<file path="src/rtl/adder_tree_sched.sv">
// adder_tree_sched: sequences 3x3x3 adder-tree passes per pixel and accumulates on a bias.
// Optional ADDER_SCHED_RELU_EN clamps negative results to zero on the output.
module adder_tree_sched #(
    parameter int GRP_W    = 8,
    parameter int ACC_W    = 32,
    parameter int TREE_LAT = 5
) (
    input  logic             clk,
    input  logic             rstn,
    input  logic             start,
    input  logic [GRP_W-1:0] cfg_num_grp,
    input  logic [ACC_W-1:0] cfg_bias,
    input  logic             src_valid,
    output logic             src_ready,
    output logic             tree_vld_i,
    input  logic             tree_vld_o,
    input  logic [20:0]      tree_acc,
    output logic             out_valid,
    input  logic             out_ready,
    output logic [ACC_W-1:0] out_data,
    output logic             busy,
    output logic             done,
    output logic             err
);

    localparam int WD_W = $clog2(TREE_LAT + 3);
    localparam logic [WD_W-1:0] WD_LAST = WD_W'(TREE_LAT + 1);

    typedef enum logic [1:0] {
        S_IDLE,
        S_ISSUE,
        S_DRAIN,
        S_OUT
    } state_t;

    state_t           r_state;
    state_t           w_state_nxt;
    logic [GRP_W-1:0] r_n;
    logic [GRP_W-1:0] r_iss_cnt;
    logic [GRP_W-1:0] r_rcv_cnt;
    logic [WD_W-1:0]  r_wd;
    logic [ACC_W-1:0] r_acc;
    logic             r_err;

    logic             w_start_ok;
    logic             w_issue;
    logic             w_iss_last;
    logic             w_rcv_win;
    logic             w_rcv_full;
    logic             w_rcv;
    logic             w_rcv_last;
    logic             w_spur;
    logic             w_wd_fire;
    logic [ACC_W-1:0] w_ext;

    assign src_ready  = (r_state == S_ISSUE);
    assign tree_vld_i = src_valid & src_ready;
    assign out_valid  = (r_state == S_OUT);
    assign busy       = (r_state != S_IDLE);
    assign done       = out_valid & out_ready;
    assign err        = r_err;

    assign w_start_ok = start & (r_state == S_IDLE);
    assign w_issue    = tree_vld_i;
    assign w_iss_last = w_issue & (r_iss_cnt == r_n - 1'b1);
    assign w_rcv_win  = (r_state == S_ISSUE) | (r_state == S_DRAIN);
    assign w_rcv_full = (r_rcv_cnt == r_n);
    assign w_rcv      = tree_vld_o & w_rcv_win & ~w_rcv_full;
    assign w_rcv_last = w_rcv & (r_rcv_cnt == r_n - 1'b1);
    assign w_spur     = tree_vld_o & ~w_rcv;
    assign w_wd_fire  = (r_state == S_DRAIN) & ~tree_vld_o & (r_wd == WD_LAST);
    assign w_ext      = {{(ACC_W-21){tree_acc[20]}}, tree_acc};

`ifdef ADDER_SCHED_RELU_EN
    assign out_data = r_acc[ACC_W-1] ? '0 : r_acc;
`else
    assign out_data = r_acc;
`endif

    always_comb begin
        w_state_nxt = r_state;
        unique case (r_state)
            S_IDLE:  if (start) w_state_nxt = S_ISSUE;
            S_ISSUE: if (w_iss_last) w_state_nxt = S_DRAIN;
            S_DRAIN: begin
                if (w_rcv_full | w_rcv_last | w_wd_fire)
                    w_state_nxt = S_OUT;
            end
            S_OUT:   if (out_ready) w_state_nxt = S_IDLE;
            default: w_state_nxt = S_IDLE;
        endcase
    end

    always_ff @(posedge clk or negedge rstn) begin
        if (!rstn) begin
            r_state <= S_IDLE;
        end else begin
            r_state <= w_state_nxt;
        end
    end

    // Start takes priority so a stale error never survives into a new pixel.
    always_ff @(posedge clk or negedge rstn) begin
        if (!rstn) begin
            r_n       <= '0;
            r_iss_cnt <= '0;
            r_rcv_cnt <= '0;
            r_wd      <= '0;
            r_acc     <= '0;
            r_err     <= 1'b0;
        end else if (w_start_ok) begin
            r_n       <= (cfg_num_grp == '0) ? GRP_W'(1) : cfg_num_grp;
            r_iss_cnt <= '0;
            r_rcv_cnt <= '0;
            r_wd      <= '0;
            r_acc     <= cfg_bias;
            r_err     <= 1'b0;
        end else begin
            if (w_issue)
                r_iss_cnt <= r_iss_cnt + 1'b1;
            if (w_rcv) begin
                r_acc     <= r_acc + w_ext;
                r_rcv_cnt <= r_rcv_cnt + 1'b1;
            end
            if (r_state == S_DRAIN)
                r_wd <= tree_vld_o ? '0 : r_wd + 1'b1;
            if (w_spur | w_wd_fire)
                r_err <= 1'b1;
        end
    end

endmodule

</file>
<file path="config.mk">
export PLATFORM = sky130hd
export DESIGN_NAME = adder_tree_sched
export DESIGN_NICKNAME = d
export VERILOG_FILES = /design/src/rtl/adder_tree_sched.sv
export SDC_FILE = /design/constraint.sdc
export NUM_CORES = 1
export LEC_CHECK = 0
export ABC_AREA = 1
export BUFFER_PORTS_ARGS = -buffer_cell sky130_fd_sc_hd__buf_2
export CORE_MARGIN = 5
export CORE_UTILIZATION = 45
export DETAILED_ROUTE_END_ITERATION = 10
export PLACE_DENSITY_LB_ADDON = 0.08
export SYNTH_ARGS = -nofsm -noshare
export SYNTH_HDL_FRONTEND = slang
export SYNTH_SLANG_ARGS = --single-unit
</file>
<file path="constraint.sdc">
create_clock -name clk -period 3.2 [get_ports clk]
set_input_delay 0.64 -clock clk [delete_from_list [all_inputs] [get_ports clk]]
set_output_delay 0.64 -clock clk [all_outputs]
set_load 0.1 [all_outputs]
</file>
==> results.rst <==
.. list-table::
   :header-rows: 1

   * - Metric
     - Value
   * - Iteration-0 DRC Markers
     - 456
   * - Flops & latches, synth
     - 62
   * - Hold violation total from the final report
     - 0
   * - Setup TNS after final layout
     - 0 ps
   * - Max-cap violations
     - 0
   * - Global-route wire length before repair
     - 28.2 mm
   * - TritonCTS clock tree
     - done
   * - Synth Flop Type
     - sky130_fd_sc_hd__dfrtp_1
   * - Clock net sink count
     - 62
   * - TritonCTS buffer count
     - 9
   * - Via density per instance
     - 4.89
   * - Classification of the worst-slack hold path
     - primary input to asynchronous set/reset pin
   * - Clock transition at path regs
     - 60 ps
   * - Warnings from Yosys
     - 0
   * - Drt pass-1 iters
     - 5
   * - Fin nets
     - approximately 1200
   * - Sum of overflow across all layers after global routing
     - 0
   * - Buffer depth of the longest clock path
     - 2
   * - Die Area
     - 15500 sq um
   * - Critical path required time
     - 2560 ps
   * - Starting density of the core
     - 46.3%
   * - Worst Setup Start Kind
     - register
   * - Detailed-route DRC error count
     - 0
   * - Most frequent cells after synthesis
     - sky130_fd_sc_hd__nand2_1 (369), sky130_fd_sc_hd__inv_1 (152), sky130_fd_sc_hd__nor2_1 (104)
   * - Final HPWL DP
     - 13.1 mm
   * - Average size of a mapped cell
     - 6.00 sq um
   * - Largest net degree at the start of global routing
     - 53
   * - Io pins
     - 105
   * - Clock Tree Root
     - sky130_fd_sc_hd__clkbuf_16
   * - Final weighted congestion in routability-driven placement
     - 0.895
   * - Most frequently used cell type in the post-synthesis netlist
     - sky130_fd_sc_hd__nand2_1
   * - Ratio of final minimum period to clock period
     - 76.2%
   * - RSZ-0062 raised after global routing
     - false
   * - Quantity of gates resized following cts
     - 0
   * - Sequential fraction of the synthesis area
     - about a quarter
   * - Biggest fanout along the worst timing path
     - 5
   * - Number of synthesized flops with an enable pin
     - 0
   * - Minimum clock period after layout
     - 2440 ps
   * - Synth top area share
     - 26.3%
   * - Kind of critical path
     - register to primary output
   * - Number of different library cells in the post-synthesis netlist
     - 35
   * - Sum of routed wire length over all layers
     - roughly 17 mm
   * - ANT nets after route
     - 0
   * - Slew headroom
     - 45.7%
   * - CORE AREA
     - 12700 sq um
   * - Largest area contributor in the netlist
     - sky130_fd_sc_hd__dfrtp_1
   * - Run status
     - completed
   * - Final setup slack of the worst path
     - 761 ps
   * - Layout cells sized above 1
     - 12.8%
   * - Total cell area at the placement stage
     - between 6000 and 7000 sq um
   * - Async set-reset flop share out of synthesis
     - 100%
   * - Die span in x
     - approximately 120 microns
   * - H-tree depth
     - 3
   * - Clock insertion delay at the later pin of the skew report
     - roughly 340 ps
   * - Antenna violations before repair
     - 1
   * - Final Max Tran Viols
     - 0
   * - Instance count of the mapped netlist
     - approximately 1000
   * - Syn_nets
     - around 1100
   * - Area of the mapped netlist
     - around 5900 sq um
   * - Worst setup slack before clock tree synthesis
     - 573 ps
   * - Vias in the first global route
     - 5838
   * - Count of hold buffers inserted by post-cts repair
     - 0
   * - # diodes
     - 0
   * - Number of core rows
     - slightly above 40
   * - Synth top area cells
     - sky130_fd_sc_hd__dfrtp_1 (26%), sky130_fd_sc_hd__nand2_1 (24%), sky130_fd_sc_hd__inv_1 (9.7%), sky130_fd_sc_hd__ha_1 (8.7%), sky130_fd_sc_hd__nor2_1 (6.6%)
   * - Average detailed-routed wire length per instance
     - 13.3 microns
   * - Worst-margin pin slew
     - 814 ps
   * - Setup Viol. Count Final
     - 0
   * - PortBufs
     - roughly 100
   * - Vertical extent of the die
     - 124 microns
   * - Layout Area Growth over Synthesis
     - 16.9%
   * - Vias
     - slightly above 6000
   * - Crit path capture type
     - primary output
   * - Timing-limited maximum frequency
     - 0.410 GHz
   * - Gr usage total
     - 21.9%
   * - Arrival time of the worst setup path
     - 1800 ps
   * - Post-CTS repair timing setup buffer count
     - 0
   * - Cell area after layout
     - 6890 sq um
   * - Setup clock skew after layout
     - about 6.5 ps
sequential cells by signal (all words and copies together) (netlist names):
signal	cells
r_n	8
r_state	2
err	1
out_data	32
r_wd	3
r_iss_cnt	8
r_rcv_cnt	8
routing by layer:
metal	global-route usage [%]	up-vias	routed length (microns)
li1	-	3262	-
met1	31.6	2730	8490
met2	33.7	151	7120
met3	3.73	20	913
met4	6.19	2	253
met5	0	-	13
kinds of logic (layout without fill, tap and decap cells):
family / Yosys count / count (layout) / share of synthesized area, %
buffers and inverters: 172 / 278 / 11.6
xor gates and xnor gates: 21 / 21 / 3.12
AOI/OAI and AO/OA: 96 / 96 / 9.07
adders and majority gates: 42 / 42 / 9.05
DFF: 62 / 62 / 26.3
and+or+nand+nor: 589 / 589 / 40.8
worst paths after layout:
path                                    from      endpoint  slack [ps]  cells past startpoint
worst max-delay path              r_state[1]    tree_vld_i         760                      5
worst min-delay path                    rstn   out_data[3]         380                      1
worst max register to register   out_data[0]  out_data[20]         890                     13
worst min register to register  out_data[21]  out_data[21]         510                      2
max in group asynchronous               rstn        r_n[1]        2170                      2
min in group clk                out_data[21]  out_data[21]         510                      2
critical path, stage by stage, from the launching register on:
cell,delay [ps]
sky130_fd_sc_hd__dfrtp_1,410
sky130_fd_sc_hd__inv_1,110
sky130_fd_sc_hd__ha_1,200
sky130_fd_sc_hd__nand2_1,150
sky130_fd_sc_hd__inv_1,140
sky130_fd_sc_hd__buf_2,440
stage by stage:
step           utilization, %  std cells  hold slack (ps)
6_report                 54.1       1260              378
3_5_place_dp             51.6       1244              500
2_1_floorplan               -        982              344
4_1_cts                  54.1       1260              402
3_3_place_gp             51.6       1244              495
5_1_grt                  54.1       1260              447
cell type report:
type                       count  area, sq um
tap                          172          215
multi-input combinational    748         3650
fill                        1403         5840
timing repair buffer         107          556
clock inverter                 7         97.6
clock buffer                   9          225
inverter                     155          587
sequential                    62         1550
cells in the final DEF (no fill, tap or decap), types with 2 or more instances in the layout:
cell type,instances
sky130_fd_sc_hd__nand2_1,369
sky130_fd_sc_hd__nand3b_1,3
sky130_fd_sc_hd__o211ai_1,4
sky130_fd_sc_hd__a21oi_2,6
sky130_fd_sc_hd__nor3_1,15
sky130_fd_sc_hd__and3_1,2
sky130_fd_sc_hd__a21oi_1,36
sky130_fd_sc_hd__xor2_1,7
sky130_fd_sc_hd__nand2_4,2
sky130_fd_sc_hd__o21ai_0,32
sky130_fd_sc_hd__clkinvlp_4,2
sky130_fd_sc_hd__clkbuf_16,9
sky130_fd_sc_hd__a31oi_1,2
sky130_fd_sc_hd__bufinv_16,2
sky130_fd_sc_hd__xnor2_1,14
sky130_fd_sc_hd__o31ai_1,2
sky130_fd_sc_hd__or2_2,3
sky130_fd_sc_hd__nand4_1,12
sky130_fd_sc_hd__buf_2,104
sky130_fd_sc_hd__inv_2,2
sky130_fd_sc_hd__o21ai_1,8
sky130_fd_sc_hd__o21bai_1,4
sky130_fd_sc_hd__ha_1,41
sky130_fd_sc_hd__inv_1,152
sky130_fd_sc_hd__buf_4,2
sky130_fd_sc_hd__nand2_2,2
sky130_fd_sc_hd__nand3_1,75
sky130_fd_sc_hd__nor2_1,104
sky130_fd_sc_hd__inv_6,2
sky130_fd_sc_hd__dfrtp_1,62
Power is left out: the tool's default activity adds up to more than one toggle a clock period on the data nets, which glitch-free logic cannot reach.
